--- src/rtl/button_press_detector_if.sv ---
// rtl/button_press_detector_if.sv - button level in, press/release/long/repeat events out
interface button_press_detector_if;
  logic bounce_state;
  logic press_pulse;
  logic release_pulse;
  logic long_press;
  logic held;
  logic repeat_pulse;

  modport master (
    output bounce_state,
    input  press_pulse,
    input  release_pulse,
    input  long_press,
    input  held,
    input  repeat_pulse
  );

  modport slave (
    input  bounce_state,
    output press_pulse,
    output release_pulse,
    output long_press,
    output held,
    output repeat_pulse
  );
endinterface

--- src/rtl/button_press_detector.sv ---
// rtl/button_press_detector.sv - debounced level to single-cycle press/release/long/repeat events
// Auto-repeat while in LONG is built only when BTN_AUTOREPEAT_EN is defined.
module button_press_detector #(
  parameter int LONG_CYCLES   = 1000,
  parameter int REPEAT_CYCLES = 250,
  parameter int CNT_W         = 16
) (
  input logic                    clk,
  input logic                    rst,
  button_press_detector_if.slave btn
);
  typedef enum logic [1:0] {ST_IDLE, ST_PRESSED, ST_LONG} state_t;

  localparam int MAX_CYCLES = (LONG_CYCLES > REPEAT_CYCLES) ? LONG_CYCLES : REPEAT_CYCLES;
  localparam logic [CNT_W-1:0] LONG_LAST = CNT_W'(LONG_CYCLES - 1);

  if (LONG_CYCLES < 2 || REPEAT_CYCLES < 1 || (longint'(1) << CNT_W) <= longint'(MAX_CYCLES)) begin : g_bad_params
    $error("button_press_detector: illegal LONG_CYCLES/REPEAT_CYCLES/CNT_W combination");
  end

  state_t           state, state_d;
  logic [CNT_W-1:0] cnt, cnt_d;
  logic             armed, armed_d;
  logic             press_q, press_d;
  logic             release_q, release_d;
  logic             long_q, long_d;
  logic             held_q;

`ifdef BTN_AUTOREPEAT_EN
  localparam logic [CNT_W-1:0] REPEAT_LAST = CNT_W'(REPEAT_CYCLES - 1);
  logic repeat_q, repeat_d;
`endif

  always_comb begin
    state_d   = state;
    cnt_d     = cnt;
    armed_d   = armed;
    press_d   = 1'b0;
    release_d = 1'b0;
    long_d    = 1'b0;
`ifdef BTN_AUTOREPEAT_EN
    repeat_d  = 1'b0;
`endif
    case (state)
      ST_IDLE: begin
        // A level already high out of reset must be seen low once before it counts.
        if (!btn.bounce_state) begin
          armed_d = 1'b1;
        end else if (armed) begin
          state_d = ST_PRESSED;
          cnt_d   = CNT_W'(1);
          press_d = 1'b1;
        end
      end
      ST_PRESSED: begin
        if (!btn.bounce_state) begin
          state_d   = ST_IDLE;
          cnt_d     = '0;
          release_d = 1'b1;
        end else if (cnt == LONG_LAST) begin
          state_d = ST_LONG;
          cnt_d   = '0;
          long_d  = 1'b1;
        end else begin
          cnt_d = cnt + CNT_W'(1);
        end
      end
      ST_LONG: begin
        if (!btn.bounce_state) begin
          state_d   = ST_IDLE;
          cnt_d     = '0;
          release_d = 1'b1;
        end else begin
`ifdef BTN_AUTOREPEAT_EN
          if (cnt == REPEAT_LAST) begin
            cnt_d    = '0;
            repeat_d = 1'b1;
          end else begin
            cnt_d = cnt + CNT_W'(1);
          end
`else
          cnt_d = '0;
`endif
        end
      end
      default: begin
        state_d = ST_IDLE;
        cnt_d   = '0;
      end
    endcase
  end

  always_ff @(posedge clk) begin
    if (rst) begin
      state     <= ST_IDLE;
      cnt       <= '0;
      armed     <= 1'b0;
      press_q   <= 1'b0;
      release_q <= 1'b0;
      long_q    <= 1'b0;
      held_q    <= 1'b0;
    end else begin
      state     <= state_d;
      cnt       <= cnt_d;
      armed     <= armed_d;
      press_q   <= press_d;
      release_q <= release_d;
      long_q    <= long_d;
      held_q    <= (state_d != ST_IDLE);
    end
  end

`ifdef BTN_AUTOREPEAT_EN
  always_ff @(posedge clk) begin
    if (rst) begin
      repeat_q <= 1'b0;
    end else begin
      repeat_q <= repeat_d;
    end
  end
  assign btn.repeat_pulse = repeat_q;
`else
  assign btn.repeat_pulse = 1'b0;
`endif

  assign btn.press_pulse   = press_q;
  assign btn.release_pulse = release_q;
  assign btn.long_press    = long_q;
  assign btn.held          = held_q;
endmodule

--- src/flat_wrapper.sv ---
// flat-port wrapper written by rule: the top's interface ports become plain ports
module button_press_detector_flat 
#(
  parameter int LONG_CYCLES   = 1000,
  parameter int REPEAT_CYCLES = 250,
  parameter int CNT_W         = 16
)
  (clk, rst, btn_bounce_state, btn_press_pulse, btn_release_pulse, btn_long_press, btn_held, btn_repeat_pulse);
  button_press_detector_if btn_i ();
  input logic clk;
  input logic rst;
  input wire logic [$bits(btn_i.bounce_state)-1:0] btn_bounce_state;
  output wire logic [$bits(btn_i.press_pulse)-1:0] btn_press_pulse;
  output wire logic [$bits(btn_i.release_pulse)-1:0] btn_release_pulse;
  output wire logic [$bits(btn_i.long_press)-1:0] btn_long_press;
  output wire logic [$bits(btn_i.held)-1:0] btn_held;
  output wire logic [$bits(btn_i.repeat_pulse)-1:0] btn_repeat_pulse;
  assign btn_i.bounce_state = btn_bounce_state;
  assign btn_press_pulse = btn_i.press_pulse;
  assign btn_release_pulse = btn_i.release_pulse;
  assign btn_long_press = btn_i.long_press;
  assign btn_held = btn_i.held;
  assign btn_repeat_pulse = btn_i.repeat_pulse;
  button_press_detector #(.LONG_CYCLES(LONG_CYCLES), .REPEAT_CYCLES(REPEAT_CYCLES), .CNT_W(CNT_W)) u_core (.clk(clk), .rst(rst), .btn(btn_i));
endmodule
--- config.mk ---
export PLATFORM = sky130hd
export DESIGN_NAME = button_press_detector_flat
export DESIGN_NICKNAME = d
export VERILOG_FILES = /design/src/rtl/button_press_detector_if.sv /design/src/rtl/button_press_detector.sv /design/src/flat_wrapper.sv
export SDC_FILE = /design/constraint.sdc
export NUM_CORES = 1
export LEC_CHECK = 0
export ABC_AREA = 1
export BUFFER_PORTS_ARGS = -buffer_cell sky130_fd_sc_hd__buf_2
export CAP_MARGIN = 20
export CORE_ASPECT_RATIO = 0.6
export CORE_MARGIN = 5
export CORE_UTILIZATION = 50
export DETAILED_ROUTE_END_ITERATION = 6
export HOLD_SLACK_MARGIN = 0.03
export PLACE_DENSITY = 0.77
export REMOVE_ABC_BUFFERS = 1
export SKIP_LAST_GASP = 1
export SLEW_MARGIN = 20
export SYNTH_ARGS = -nofsm -noshare
export SYNTH_HDL_FRONTEND = slang
export SYNTH_SLANG_ARGS = --single-unit
--- constraint.sdc ---
create_clock -name clk -period 2.8 [get_ports clk]
set_input_delay 0.28 -clock clk [delete_from_list [all_inputs] [get_ports clk]]
set_output_delay 0.28 -clock clk [all_outputs]
set_load 0.005 [all_outputs]
==> summary.txt <==
Route
  – Initial DRC count: 103
  – Vias: 1242
  – Drt total wl: 3.18 mm
  – DRT Pass-1 Iters: 4
  – Avg WL per Cell: 14.1 um
  – Vias/cell: between 5 and 6
  – Final ANT Viol Nets: 0
  – Drc violations: 0

STA
  – Max-slew violation count: 0
  – Final WS setup: approximately 1100 ps
  – Worst Skew: around 5.5 ps
  – Tcrit/Tclk final: 61.5%
  – Setup TNS: 0 ps
  – Final hold viol count: 0
  – Fin crit period: 1720 ps
  – Fmax: 581 MHz
  – Finish-stage setup viols: 0
  – RSZ-0062 raised after global routing: no

Critical path
  – Reg2reg setup slack: 1080 ps
  – Crit Path Category: reg2reg
  – Crit path depth: 9
  – RR Endpoint: u_core.cnt[11]
  – Worst Reg-to-Reg Cells: 9
  – Worst-path maximum fanout: 11
  – Top Family by Delay on Critical Path: simple AND/OR/NAND/NOR gates
  – Worst path most repeated cell: nor2_1
  – Type of origin of the critical path: flop
  – Slowest stage delay, CP: 380 ps
  – Worst Path Buf+Inv: 2
  – Critical Path AT: 1940 ps
  – Slowest stage cell, crit path: dfxtp_1
  – CP endpoint kind: flop
  – RR Startpoint: u_core.state[0]
  – Crit path cell chain: inv_1, ha_1, nand2_2, inv_2, nor2_4, nand3_1, nor2_1, nor2_1, nor2_1
  – Critical Path RT: 3020 ps

Clock network
  – Clk_lat worst skew: 270 ps
  – Clock Path Buffers: 2
  – Post-CTS Hold Buffers: 0
  – CTS Root Cell: clkbuf_8
  – CTS tree: yes
  – Clock-pin slew on the worst setup and hold paths: 80 ps
  – H-tree depth: 1
  – Sink Count: 23
  – CTS Buf Count: 3
  – Setup Buffers After CTS: 0
  – # resized after CTS: 0

Finish
  – Fraction of layout cells with a size suffix above 1: slightly below 20%
  – # fillers: around 230
  – Final core utilization: 57.0%
  – Layout Nets: a little over 200
  – N_diodes: 0
  – Final instance area: 1450 um2
  – Most common cell after layout, fill and taps aside: nand2_1
  – Commonest cells after routing, fill and taps aside: nand2_1, nor2_1, dfxtp_1, inv_1, nand3_1
  – Area Growth Syn to Fin: 6.93%

Global routing
  – Global route overflow: 0
  – Vias in the first global route: around 1200
  – Total track usage: 16.9%
  – First-pass GRT wire length: 5.25 mm
  – Largest net degree at the start of global routing: 14
  – Antenna violations before repair: 0

Floorplanning
  – # IOs: 8
  – Die X: 77.2 um
  – Core area: 2540 um2
  – Initial Util: between 50% and 60%
  – Cell Rows: 14
  – Die Ht: 50.3 um
  – Die area: 3890 um2

Power
  – Clk pwr share: roughly a third
  – Static Leak: 0.581 nW
  – Cell Int Power: about 450 uW
  – Seq pwr share: 55.0%
  – Sw Pwr: approximately 160 uW
  – Pwr Density: 421 nW/um2
  – Sw frac: roughly a quarter
  – Comb power frac: 10.5%
  – VDD IR-drop max: ~200 uV

Synthesis
  – Netlist cell types: 27
  – Post-synth ARST share: 0%
  – Area contributors post-synth: dfxtp_1, nand2_1, nor2_1, inv_1, nor3_2
  – Seq cells post-synth: 23
  – Synthesized instance count: around 190
  – Seq/Total Area, Yosys: 34.0%
  – Share of the synthesized area in the top cell type: 34.0%
  – Post-synth EDFFs: 0
  – Synth area leader: dfxtp_1
  – Syn avg cell area: 7.25 um2
  – Synthesis Warnings: 0
  – Synth Flop Type: dfxtp_1
  – Mapped Area: ~1400 um2

Place
  – Detailed Place HPWL: 2.54 mm
  – Dpl cell area: 1400 um2
  – Port buffer count: 6
  – GP Congestion: 0.929
  – Place WS: 1130 ps

Hold path
  – Hold Startpoint: btn_bounce_state
  – WHS Endpoint: u_core.btn.release_pulse
  – Hold Path Stages: 2
  – Min-delay worst type: in2reg

Flow run
  – Max-cap violations: 0

Status
  – Status: completed
-- Yosys cell counts (2+ instances only) --
library cell and number:
ha_1 5, nand2_4 3, nor3_2 7, nand3_1 12, o22ai_1 2, nand4_1 8, nor2_4 3, nor2_1 30
dfxtp_1 23, clkinv_1 3, a21oi_1 11, nand2_2 5, nor3_1 3, inv_1 20, nor2_2 6, nand2_1 33
o21ai_0 3
-- worst register-to-register path, delay by kind of cell, from the launching register on --
kind | cells | cell delay (ps)
simple gates | 6 | 780
fa+ha+maj | 1 | 240
flops | 1 | 380
buf+inv | 2 | 280
-- worst max path at each step --
| stage | to | from | slack (ps) |
|---|---|---|---|
| after floorplan | u_core.cnt[11] | u_core.state[0] | 1380 |
| after global placement | u_core.cnt[11] | u_core.state[0] | 1220 |
| after detailed placement | u_core.cnt[11] | u_core.state[0] | 1130 |
| after CTS | u_core.cnt[11] | u_core.state[0] | 1110 |
| after global routing | u_core.cnt[11] | u_core.state[0] | 980 |
| final | u_core.cnt[11] | u_core.state[0] | 1080 |
-- power groups by stage --
stage | Clock (mW) | Sequential, mW | Combinational (mW)
2_1_floorplan | 0 | 0.343 | 0.0456
3_3_place_gp | 0 | 0.343 | 0.0615
3_5_place_dp | 0 | 0.343 | 0.0635
4_1_cts | 0.215 | 0.335 | 0.0637
5_1_grt | 0.236 | 0.336 | 0.0710
6_report | 0.210 | 0.335 | 0.0643
-- registers in the layout, summed over array words and instances (netlist names) --
register / flops
u_core.cnt: 16
u_core.btn.held: 1
u_core.btn.release_pulse: 1
u_core.btn.long_press: 1
u_core.armed: 1
u_core.btn.press_pulse: 1
u_core.state: 2
-- area by class of cell --
cell class / instances / area, um2 / share of cell area (%)
Clock inverter: 1 / 5.00 / 0.345
Tap cell: 32 / 40.0 / 2.76
Multi-Input combinational cell: 137 / 782 / 54.0
Sequential cell: 23 / 460 / 31.8
Timing Repair Buffer: 6 / 30.0 / 2.07
Inverter: 24 / 90.1 / 6.22
Clock buffer: 3 / 41.3 / 2.85
-- cells by family after synthesis --
family                     share of synthesized area, %
and+or+nand+nor                                    45.7
adders and majority gates                          4.62
other                                             0.277
DFF                                                34.0
xor gates and xnor gates                          0.646
AOI/OAI and AO/OA                                  6.46
buffers and inverters                              8.31
-- per-layer routing --
| layer | track usage, % | vias to the layer above | wire length (um) | part of all wire, % |
|---|---|---|---|---|
| li1 | - | 616 | - | - |
| met1 | 22.9 | 581 | 1530 | 48 |
| met2 | 25.8 | 40 | 1380 | 43 |
| met3 | 5.54 | 5 | 231 | 7.3 |
| met4 | 4.57 | 0 | 31 | 0.98 |
| met5 | 0 | - | 0 | 0 |
-- stage by stage --
step	instances	total power, mW	hold WS, ps
2_1_floorplan	184	0.388	349
3_3_place_gp	222	0.404	468
3_5_place_dp	222	0.406	474
4_1_cts	226	0.614	238
5_1_grt	226	0.643	259
6_report	226	0.609	245
Note: power is estimated with default switching activity, not from simulation.
